[src/rtl/regfile_arb_pkg.sv]
// -----------------------------------------------------------------------------
// regfile_arb_pkg
//   Shared types and defaults for the regfile write arbiter and its I/O FIFO.
//   Contents:
//     REG_ADDR_W / REG_DATA_W  regfile address and data widths
//     DEF_*                    default values for the arbiter parameters
//     arb_state_t              arbiter FSM states (IDLE, DRAIN, FORCE)
//     io_wr_req_t              one queued I/O write request (register + data)
//     io_reg_in_range()        tests whether I/O may write a register
// -----------------------------------------------------------------------------
package regfile_arb_pkg;

   localparam int REG_ADDR_W     = 5;
   localparam int REG_DATA_W     = 32;

   localparam int DEF_FIFO_DEPTH = 4;
   localparam int DEF_IO_REG_LO  = 25;
   localparam int DEF_IO_REG_HI  = 29;
   localparam int DEF_MAX_WAIT   = 8;

   // IDLE : FIFO empty
   // DRAIN: FIFO holds entries, popped whenever the CPU leaves the port free
   // FORCE: one-cycle CPU stall that pops an entry regardless of the CPU
   typedef enum logic [1:0] {
      IDLE  = 2'd0,
      DRAIN = 2'd1,
      FORCE = 2'd2
   } arb_state_t;

   typedef struct packed {
      logic [REG_ADDR_W-1:0] wr_reg;
      logic [REG_DATA_W-1:0] data;
   } io_wr_req_t;

   // r0 is hard-wired zero, so it is never a legal I/O target even if the
   // window were configured to include it.
   function automatic logic io_reg_in_range(input logic [REG_ADDR_W-1:0] r,
                                            input int lo,
                                            input int hi);
      return (r != '0) && (int'(r) >= lo) && (int'(r) <= hi);
   endfunction

endpackage

[src/rtl/regfile_write_arbiter_io_wr_fifo.sv]
// -----------------------------------------------------------------------------
// io_wr_fifo
//   Synchronous FIFO of io_wr_req_t entries holding I/O register writes until
//   the regfile port is free. The head entry is presented combinationally
//   (show-ahead) so the arbiter can register it onto the port in the same
//   cycle it is popped.
// Ports:
//   clock        in   system clock, rising edge
//   ctrl_reset_n in   asynchronous reset, active-low (empties the FIFO)
//   push         in   write push_req (ignored when full)
//   push_req     in   entry to enqueue
//   pop          in   remove the head entry (ignored when empty)
//   head         out  current head entry (valid while !empty)
//   full         out  DEPTH entries held
//   empty        out  no entries held
//   count        out  number of entries held, 0..DEPTH
// -----------------------------------------------------------------------------
module io_wr_fifo
   import regfile_arb_pkg::*;
#(
   parameter  int DEPTH = DEF_FIFO_DEPTH,
   localparam int PTR_W = $clog2(DEPTH),
   localparam int CNT_W = $clog2(DEPTH) + 1
) (
   input  logic             clock,
   input  logic             ctrl_reset_n,
   input  logic             push,
   input  io_wr_req_t       push_req,
   input  logic             pop,
   output io_wr_req_t       head,
   output logic             full,
   output logic             empty,
   output logic [CNT_W-1:0] count
);

   io_wr_req_t       mem [DEPTH];
   logic [PTR_W-1:0] wr_ptr_reg;
   logic [PTR_W-1:0] wr_ptr_next;
   logic [PTR_W-1:0] rd_ptr_reg;
   logic [PTR_W-1:0] rd_ptr_next;
   logic [CNT_W-1:0] count_reg;
   logic [CNT_W-1:0] count_next;
   logic             wr_en;
   logic             rd_en;

   assign full  = (count_reg == CNT_W'(DEPTH));
   assign empty = (count_reg == '0);
   assign count = count_reg;
   assign head  = mem[rd_ptr_reg];

   assign wr_en = push & ~full;
   assign rd_en = pop & ~empty;

   // DEPTH is a power of two, so the pointers wrap by plain overflow.
   always_comb begin
      wr_ptr_next = wr_ptr_reg;
      rd_ptr_next = rd_ptr_reg;
      count_next  = count_reg + CNT_W'(wr_en) - CNT_W'(rd_en);
      if (wr_en) begin
         wr_ptr_next = wr_ptr_reg + PTR_W'(1);
      end
      if (rd_en) begin
         rd_ptr_next = rd_ptr_reg + PTR_W'(1);
      end
   end

   always_ff @(posedge clock or negedge ctrl_reset_n) begin
      if (!ctrl_reset_n) begin
         wr_ptr_reg <= '0;
         rd_ptr_reg <= '0;
         count_reg  <= '0;
      end else begin
         wr_ptr_reg <= wr_ptr_next;
         rd_ptr_reg <= rd_ptr_next;
         count_reg  <= count_next;
      end
   end

   // Storage needs no reset: an entry is only ever read after it was written.
   always_ff @(posedge clock) begin
      if (wr_en) begin
         mem[wr_ptr_reg] <= push_req;
      end
   end

endmodule

[src/rtl/regfile_write_arbiter.sv]
// -----------------------------------------------------------------------------
// regfile_write_arbiter
//   Merges CPU writeback (never stalled in the default build) and I/O refresh
//   writes to r[IO_REG_LO..IO_REG_HI] onto the single regfile write port.
//   I/O requests are queued in io_wr_fifo and drained in cycles where the CPU
//   does not write. All port outputs are registered.
//
//   Optional feature (compile-time macro REGFILE_ARB_STARVE_GUARD_EN):
//     adds a wait counter of CPU-write cycles spent with I/O entries pending.
//     When it reaches MAX_WAIT the FSM enters FORCE for one cycle: cpu_stall
//     is asserted, the CPU write of that cycle is ignored (the CPU holds it and
//     re-issues it next cycle) and one I/O entry is popped instead. Without
//     the macro there is no cpu_stall port and I/O may starve indefinitely.
//
// Ports:
//   clock            in   1   system clock, rising edge
//   ctrl_reset_n     in   1   asynchronous reset, active-low
//   cpu_writeEnable  in   1   CPU writeback valid this cycle
//   cpu_writeReg     in   5   CPU destination register
//   cpu_writeData    in   32  CPU writeback data
//   io_wr_valid      in   1   I/O write request valid
//   io_wr_ready      out  1   FIFO can accept (registered from the fill level)
//   io_wr_reg        in   5   I/O destination register
//   io_wr_data       in   32  I/O write data
//   ctrl_writeEnable out  1   regfile write enable
//   ctrl_writeReg    out  5   regfile write address
//   data_writeReg    out  32  regfile write data
//   io_err_range     out  1   sticky: an out-of-range I/O write was dropped
//   cpu_stall        out  1   (REGFILE_ARB_STARVE_GUARD_EN only) FORCE cycle
// -----------------------------------------------------------------------------
module regfile_write_arbiter
   import regfile_arb_pkg::*;
#(
   parameter int FIFO_DEPTH = DEF_FIFO_DEPTH,
   parameter int IO_REG_LO  = DEF_IO_REG_LO,
   parameter int IO_REG_HI  = DEF_IO_REG_HI,
   parameter int MAX_WAIT   = DEF_MAX_WAIT
) (
   input  logic                  clock,
   input  logic                  ctrl_reset_n,
   input  logic                  cpu_writeEnable,
   input  logic [REG_ADDR_W-1:0] cpu_writeReg,
   input  logic [REG_DATA_W-1:0] cpu_writeData,
   input  logic                  io_wr_valid,
   output logic                  io_wr_ready,
   input  logic [REG_ADDR_W-1:0] io_wr_reg,
   input  logic [REG_DATA_W-1:0] io_wr_data,
   output logic                  ctrl_writeEnable,
   output logic [REG_ADDR_W-1:0] ctrl_writeReg,
   output logic [REG_DATA_W-1:0] data_writeReg,
   output logic                  io_err_range
`ifdef REGFILE_ARB_STARVE_GUARD_EN
   ,
   output logic                  cpu_stall
`endif
);

   localparam int CNT_W = $clog2(FIFO_DEPTH) + 1;

   // Elaboration-time parameter sanity checks.
   generate
      if (FIFO_DEPTH < 2 || (FIFO_DEPTH & (FIFO_DEPTH - 1)) != 0) begin : g_bad_depth
         $error("FIFO_DEPTH must be a power of two and at least 2");
      end
      if (IO_REG_LO < 1 || IO_REG_HI > 31 || IO_REG_LO > IO_REG_HI) begin : g_bad_window
         $error("I/O register window must lie within r1..r31");
      end
      if (MAX_WAIT < 1) begin : g_bad_wait
         $error("MAX_WAIT must be at least 1");
      end
   endgenerate

   // ---------------------------------------------------------------- signals
   arb_state_t            state_reg;
   arb_state_t            state_next;

   logic                  ready_reg;
   logic                  ready_next;
   logic                  err_reg;
   logic                  err_next;
   logic                  we_reg;
   logic                  we_next;
   logic [REG_ADDR_W-1:0] wreg_reg;
   logic [REG_ADDR_W-1:0] wreg_next;
   logic [REG_DATA_W-1:0] wdata_reg;
   logic [REG_DATA_W-1:0] wdata_next;

   logic                  io_accept;
   logic                  io_ok;
   logic                  fifo_push;
   logic                  fifo_pop;
   logic                  force_pop;
   logic                  cpu_win;
   io_wr_req_t            push_req;
   io_wr_req_t            head;
   logic                  fifo_full;
   logic                  fifo_empty;
   logic [CNT_W-1:0]      fifo_count;
   logic [CNT_W-1:0]      count_after;

`ifdef REGFILE_ARB_STARVE_GUARD_EN
   localparam int WAIT_W = $clog2(MAX_WAIT + 1);
   logic [WAIT_W-1:0]     wait_reg;
   logic [WAIT_W-1:0]     wait_next;
`endif

   // ------------------------------------------------------------- I/O intake
   // Out-of-range requests still complete the handshake so the producer is
   // never blocked by a bad address; they are dropped and flagged instead.
   assign io_accept = io_wr_valid & ready_reg;
   assign io_ok     = io_reg_in_range(io_wr_reg, IO_REG_LO, IO_REG_HI);
   assign fifo_push = io_accept & io_ok & ~fifo_full;
   assign push_req  = '{wr_reg: io_wr_reg, data: io_wr_data};

   io_wr_fifo #(
      .DEPTH        (FIFO_DEPTH)
   ) u_io_wr_fifo (
      .clock        (clock),
      .ctrl_reset_n (ctrl_reset_n),
      .push         (fifo_push),
      .push_req     (push_req),
      .pop          (fifo_pop),
      .head         (head),
      .full         (fifo_full),
      .empty        (fifo_empty),
      .count        (fifo_count)
   );

   // ------------------------------------------------------------ port select
   // The CPU owns the port whenever it writes, except in a FORCE cycle.
   assign cpu_win     = cpu_writeEnable & ~force_pop;
   assign fifo_pop    = (force_pop | ~cpu_writeEnable) & ~fifo_empty;
   assign count_after = fifo_count + CNT_W'(fifo_push) - CNT_W'(fifo_pop);

   // ready is registered from the post-edge fill level, so a pop in a full
   // cycle only reopens the FIFO in the following cycle.
   assign ready_next = (count_after != CNT_W'(FIFO_DEPTH));
   assign err_next   = err_reg | (io_accept & ~io_ok);

   always_comb begin
      we_next    = 1'b0;
      wreg_next  = '0;
      wdata_next = '0;
      if (cpu_win) begin
         // Writes to r0 are passed through but never enabled.
         we_next    = (cpu_writeReg != '0);
         wreg_next  = cpu_writeReg;
         wdata_next = cpu_writeData;
      end else if (fifo_pop) begin
         we_next    = 1'b1;
         wreg_next  = head.wr_reg;
         wdata_next = head.data;
      end
   end

`ifdef REGFILE_ARB_STARVE_GUARD_EN
   // Counts CPU-write cycles that kept pending I/O off the port; any pop
   // means I/O made progress and restarts the count.
   always_comb begin
      wait_next = wait_reg;
      if (fifo_pop) begin
         wait_next = '0;
      end else if (state_reg == DRAIN && cpu_writeEnable) begin
         wait_next = wait_reg + WAIT_W'(1);
      end
   end

   always_ff @(posedge clock or negedge ctrl_reset_n) begin
      if (!ctrl_reset_n) begin
         wait_reg <= '0;
      end else begin
         wait_reg <= wait_next;
      end
   end
`endif

   // -------------------------------------------------------------------- FSM
   always_ff @(posedge clock or negedge ctrl_reset_n) begin
      if (!ctrl_reset_n) begin
         state_reg <= IDLE;
      end else begin
         state_reg <= state_next;
      end
   end

   always_comb begin
      state_next = state_reg;
      unique case (state_reg)
         IDLE: begin
            if (fifo_push) begin
               state_next = DRAIN;
            end
         end
         DRAIN: begin
            if (count_after == '0) begin
               state_next = IDLE;
            end
`ifdef REGFILE_ARB_STARVE_GUARD_EN
            else if (wait_next == WAIT_W'(MAX_WAIT)) begin
               state_next = FORCE;
            end
`endif
         end
         FORCE: begin
            state_next = (count_after == '0) ? IDLE : DRAIN;
         end
         default: begin
            state_next = IDLE;
         end
      endcase
   end

   // FORCE is only reachable with the starvation guard compiled in.
   always_comb begin
      force_pop = 1'b0;
`ifdef REGFILE_ARB_STARVE_GUARD_EN
      force_pop = (state_reg == FORCE);
`endif
   end

`ifdef REGFILE_ARB_STARVE_GUARD_EN
   assign cpu_stall = force_pop;
`endif

   // ------------------------------------------------------- output registers
   always_ff @(posedge clock or negedge ctrl_reset_n) begin
      if (!ctrl_reset_n) begin
         ready_reg <= 1'b0;
         err_reg   <= 1'b0;
         we_reg    <= 1'b0;
         wreg_reg  <= '0;
         wdata_reg <= '0;
      end else begin
         ready_reg <= ready_next;
         err_reg   <= err_next;
         we_reg    <= we_next;
         wreg_reg  <= wreg_next;
         wdata_reg <= wdata_next;
      end
   end

   assign io_wr_ready      = ready_reg;
   assign io_err_range     = err_reg;
   assign ctrl_writeEnable = we_reg;
   assign ctrl_writeReg    = wreg_reg;
   assign data_writeReg    = wdata_reg;

endmodule
[config.mk]
export PLATFORM = sky130hd
export DESIGN_NAME = regfile_write_arbiter
export DESIGN_NICKNAME = d
export VERILOG_FILES = /design/src/rtl/regfile_arb_pkg.sv /design/src/rtl/regfile_write_arbiter_io_wr_fifo.sv /design/src/rtl/regfile_write_arbiter.sv
export SDC_FILE = /design/constraint.sdc
export NUM_CORES = 1
export LEC_CHECK = 0
export CORE_MARGIN = 3
export CORE_UTILIZATION = 45
export CTS_CLUSTER_SIZE = 14
export DETAILED_ROUTE_END_ITERATION = 6
export PLACE_DENSITY = 0.69
export REMOVE_ABC_BUFFERS = 1
export SETUP_SLACK_MARGIN = 0.4
export SYNTH_ARGS = -nofsm -noshare
export SYNTH_HDL_FRONTEND = slang
export SYNTH_SLANG_ARGS = --single-unit
[constraint.sdc]
create_clock -name clock -period 2.65 [get_ports clock]
set_input_delay 0.265 -clock clock [delete_from_list [all_inputs] [get_ports clock]]
set_output_delay 0.265 -clock clock [all_outputs]
set_load 0.01 [all_outputs]
* Word level (Yosys, flattened, before mapping)
Memories as Yosys holds them, arrays and structs flattened.
Cells that the tools add are included.
W data, S select, Z words.
** Storage, ports and cells
- Register bits after elaboration :: 47
- RAM bits :: 148
- Input port bits :: 78
- Output and inout port bits :: 40
- Logic and storage cells :: 44
- Memories kept :: 1
** Memories
- u_io_wr_fifo.mem :: depth 4, width 37, rd ports 1, clocked after Yosys merged registers in 0, write ports 1, RTL line regfile_write_arbiter_io_wr_fifo.sv:36 : io_wr_req_t mem [DEPTH];
** Operators by class
- $add $sub $neg :: 6
- Order comparisons :: 2
- Eq/ne operators :: 2
- Muxes and demuxes :: 8
- Bitwise operators :: 12
- Reduce and logical (&&, ||, !) cells :: 5
** Operators by type and width (count)
- $mux W32 :: 2
- $mux W5 :: 2
- $reduce_bool A5 Y1 :: 2
- $and A1 B1 Y1 :: 7
- $add A3 B1 Y3 :: 2
- $sub A3 B1 Y3 :: 2
- $ge A5 B5 Y1 const B :: 1
- $le A5 B5 Y1 const B :: 1
- $add A2 B1 Y2 const B :: 2
- $mux W1 :: 4
- $not A1 Y1 :: 4
- $eq A3 B3 Y1 const B :: 1
- $logic_not A3 Y1 :: 1
- $ne A3 B3 Y1 const B :: 1
- $logic_and A1 B1 Y1 :: 2
- $or A1 B1 Y1 :: 1

* Longest topological paths before layout
- Word-level depth :: 8
- Mapped depth :: 10
- Depth with buffers taken out :: 9

* Modules after synthesis
Synthesis repeated with hierarchy kept, for this count alone.
** Second synthesis, totals
- Cells, all modules :: 340
- Area total of the unflattened synthesis :: 7317.0 µm²
** Modules (own cells, without submodules)
- io_wr_fifo :: instances 1, cells each 234, area an instance 5796.8 µm², seq. area each 4619.4 µm²
- regfile_write_arbiter :: instances 1, cells each 106, area an instance 1520.2 µm², seq. area each 1001.0 µm²

* Worst setup path before layout
No wires, ideal clock.
- Path type :: input to register
- From :: input io_wr_reg[0]
- To :: memory u_io_wr_fifo.mem[0][0] (netlist name) (enable)
- Setup time :: 398 ps
- Arrival :: 1856 ps
- Data required time :: 2252 ps
- Slack :: 397 ps
- Cell stages on the path :: 4
- Path buffers :: 0
- Cell sequence :: or3_1 > nand4_2 > a311oi_4 > and2_1
** Between the ends
- Cells in the longest elaborated chain, start to end :: 8
- Elaborated cells on any way between the ends :: 10
- Classes of those cells :: 2 x order compare; 2 x mux; 3 x bitwise; 3 x reduce/logical
** RTL lines
- from (decl) :: RTL line regfile_write_arbiter.sv:46 : input logic [REG_ADDR_W-1:0] io_wr_reg,
- $ge A5 B5 Y1 / $reduce_bool A5 Y1 (equally long branches) :: RTL line regfile_arb_pkg.sv:40 : return (r != '0) && (int'(r) >= lo) && (int'(r) <= hi);
- $logic_and A1 B1 Y1 :: RTL line regfile_arb_pkg.sv:40
- $logic_and A1 B1 Y1 * :: RTL line regfile_arb_pkg.sv:40
- $and A1 B1 Y1 * (2 in series) :: RTL line regfile_write_arbiter.sv:112 : assign fifo_push = io_accept & io_ok & ~fifo_full;
- $and A1 B1 Y1 * :: RTL line regfile_write_arbiter_io_wr_fifo.sv:51 : assign wr_en = push & ~full;
- $mux W1 * :: RTL line regfile_write_arbiter_io_wr_fifo.sv:81 : if (wr_en) begin
- $mux W1 (not written as such) * :: RTL line regfile_write_arbiter_io_wr_fifo.sv:82 : mem[wr_ptr_reg] <= push_req;
- to (decl) :: RTL line regfile_write_arbiter_io_wr_fifo.sv:36
Mark *: on every way between the ends. The rest lies on a longest branch, timed or not.

* Worst setup path after layout
- From :: register u_io_wr_fifo.count_reg[1] (netlist: u_io_wr_fifo.count[1])
- To :: register ready_reg (netlist: io_wr_ready)
** Between the ends
- Cells in the longest elaborated chain, start to end :: 6
- Elaborated cells on any way between the ends :: 9
- Classes of those cells :: 2 x add/sub; 2 x eq/ne; 4 x bitwise; 1 x reduce/logical
** RTL lines
- from (decl) :: RTL line regfile_write_arbiter_io_wr_fifo.sv:41 : logic [CNT_W-1:0] count_reg;
- from (signal assigned) :: RTL line regfile_write_arbiter_io_wr_fifo.sv:75 : count_reg <= count_next;
- $eq A3 B3 Y1 :: RTL line regfile_write_arbiter_io_wr_fifo.sv:46 : assign full = (count_reg == CNT_W'(DEPTH));
- $not A1 Y1 :: RTL line regfile_write_arbiter.sv:112
- $and A1 B1 Y1 :: RTL line regfile_write_arbiter.sv:112
- $add A3 B1 Y3 :: RTL line regfile_write_arbiter.sv:133 : assign count_after = fifo_count + CNT_W'(fifo_push) - CNT_W'(fifo_pop);
- $sub A3 B1 Y3 * :: RTL line regfile_write_arbiter.sv:133
- $ne A3 B3 Y1 * :: RTL line regfile_write_arbiter.sv:137 : assign ready_next = (count_after != CNT_W'(FIFO_DEPTH));
- net ready_next :: RTL line regfile_write_arbiter.sv:78 : logic ready_next;
- to (signal assigned) :: RTL line regfile_write_arbiter.sv:234 : ready_reg <= ready_next;
- to (decl) :: RTL line regfile_write_arbiter.sv:77 : logic ready_reg;
Mark *: on every way through the listed nets, which the timed path passes. The rest lies on a longest branch.
A chain may end at the register's enable or synchronous reset.

==> impl_metrics.ini <==
[run_status]
outcome = completed

[die]
pin_count = 118
core_mm2 = 0.0154
die_area_mm2 = 0.0176
die_w_um = 133
fp.dieH_um = 133
row_count = 45
initial_core_util_pct = 46.7

[worst_setup_path]
cp.required_ps = 2960
crit_family = adder cells
crit_path_start_kind = flop
slowest_delay_ps = 450
r2r-end = io_wr_ready
cp-endpoint = io_wr_ready
path_class = reg2reg
r2r_cells = 9
worstPathCellList = nor3_2 > nor2_4 > ha_1 > inv_1 > ha_1 > inv_1 > fa_1 > xor2_1 > nand3b_1
cp.arrival_ps = 2400
r2r-start = u_io_wr_fifo.count[1]
rrSetupSlack_ps = 560
crit_slowest_cell = dfrtp_1
critPathBufInv = 2
path_depth = 9
worstSetupStartpoint = u_io_wr_fifo.count[1]
worstSetupEndpointType = flop
crit_fanout = 4

[logic_synthesis]
synth_area_leaders = edfxtp_1, dfrtp_1, mux4_2, a22o_1, ha_1
synth_cell_types = 25
synth_top_cell_area_share_pct = 61.6
synth_cells = 326
yosysWarnings = 0
synth_largest_area_cell = edfxtp_1
synth-seq-area-share_pct = 77.9
synth.cell_area_mm2 = 0.00721
ys_seq_elements = 195
avgSynthCellArea_um2 = 22.1

[pwr]
peakVddDrop_v = 0.000532
p_leak_nw = 3.26
power_density_mw_per_mm2 = 889

[cts]
tritoncts = built
cts.path.max_buffers = 2
cts_sinks = 195
path_clk_slew_ps = 70
clk_latency_ps = 420
cts_buffers = 17
cts_root_buf = clkbuf_16
h-tree-depth = 4

[finish]
largest-register = u_io_wr_fifo.mem
area_growth_pct = 29.2
seqCellArea_mm2 = 0.00562
largest_reg_flops = 148
multi_input_area_mm2 = 0.00150
drive_gt1_share_pct = 20.0
mostFrequentLayoutCells = edfxtp_1, clkdlybuf4s50_1, dfrtp_1
n_antenna_cell = 0
fill_cells = 1111
layout_commonest_cell = edfxtp_1
final_util_pct = 60.4
final_nets = 548

[global_route]
grt_first_pass_wirelength_um = 22300
first_global_vias = 4034
grtUsageTotal_pct = 16.8
grt_max_degree = 40
antenna_found_initial = 1
globalRouteOverflowTotal = 0

[routing]
drc = 0
met1_length_um = 5970
drt-wirelength-per-cell_um = 20.2
vias = 3600
dr.first_iter.drc_count = 224
avgViaCountPerCell = 5.26
wl_met2_um = 6800
top_layer = met5
wirelength_um = 13800
firstDrtPassIters = 5
met3_length_um = 826
detail-route-antenna-nets = 0

[timing]
fin_ws_ps = 560
rsz0062_at_grt = false
fmax_mhz = 479
finalCritPeriodShare_pct = 78.9
tightest_slew_ps = 668
hold_ws_ps = 419
period_needed_ps = 2090
setup_viol = 0
drv_slew = 0
relSlewSlack_pct = 55.5
hold_viol_final = 0
fin_skew_ps = 8.81

[place]
routabilityCongestion = 0.733
dp_slack_ps = 156
post-dp-hpwl_um = 8850
io_buffers = 117

[hold_path]
hp-class = in2async

[run]
drv_cap = 0
## where the power goes
part | switching (mW) | internal (mW) | total [mW]
sequential | 0.223 | 3.61 | 3.84
combinational | 0.864 | 1.20 | 2.06
clock | 1.07 | 1.32 | 2.38
## per-layer routing
metal  up-vias  track usage [%]
met5         -                0
met4         2             6.29
met3        24             4.83
met2       115             26.9
met1      1858             22.2
li1       1601                -
## area by class of cell
type	instances	share of cell area, %
well taps	211	2.83
clock inverters	13	1.20
repair buffers	132	14.5
inverters	7	0.282
flip-flops and latches	195	60.3
clock buffers	19	4.75
multi-input cells	108	16.1
## cell families after synthesis
family          share of synthesized area, %
compound gates                          5.24
xor+xnor                               0.729
fa+ha+maj                               1.77
buf+inv                                 1.53
flops                                   77.9
mux                                     11.7
simple gates                            1.09
## worst min-delay path by stage
stage                           from           endpoint  slack [ps]  cells after the start
floorplan               ctrl_reset_n   ctrl_writeEnable         -30                      0
global placement        ctrl_reset_n  data_writeReg[22]         340                      1
detailed placement      ctrl_reset_n   ctrl_writeEnable         360                      1
CTS                 cpu_writeData[9]   data_writeReg[9]         430                      2
global route        cpu_writeData[9]   data_writeReg[9]         440                      2
finish                  ctrl_reset_n   ctrl_writeEnable         420                      2
## synth_stat cells, drive strengths merged
master and n:
or4 1, nor2 1, clkbuf 7, mux4 37, mux2 1, a22o 37, nand4 1, or3 1
xor2 3, nand3b 1, buf 9, xnor2 3, o21ai 2, and2 4, nand2 3, nor3 1
a31o 1, a311oi 2, edfxtp 148, dfrtp 47, ha 7, inv 7, fa 2
## metrics by stage
stage / total power, mW / setup TNS (ps) / std cells / instance area (um^2)
global placement: 5.95 / 0 / 652 / 8750
global route: 8.68 / 0 / 685 / 9320
finish: 8.28 / 0 / 685 / 9320
floorplan: 5.06 / -1060 / 310 / 7130
detailed placement: 6.00 / 0 / 652 / 8750
CTS: 8.41 / 0 / 685 / 9310
## repair_timing
action	CTS	global route
hold buffers	1	0
setup endpoints to repair	0	1
setup buffers	0	0
resized for setup	0	1
hold endpoints to repair	26	0
Power figures use the tool's default switching activity.
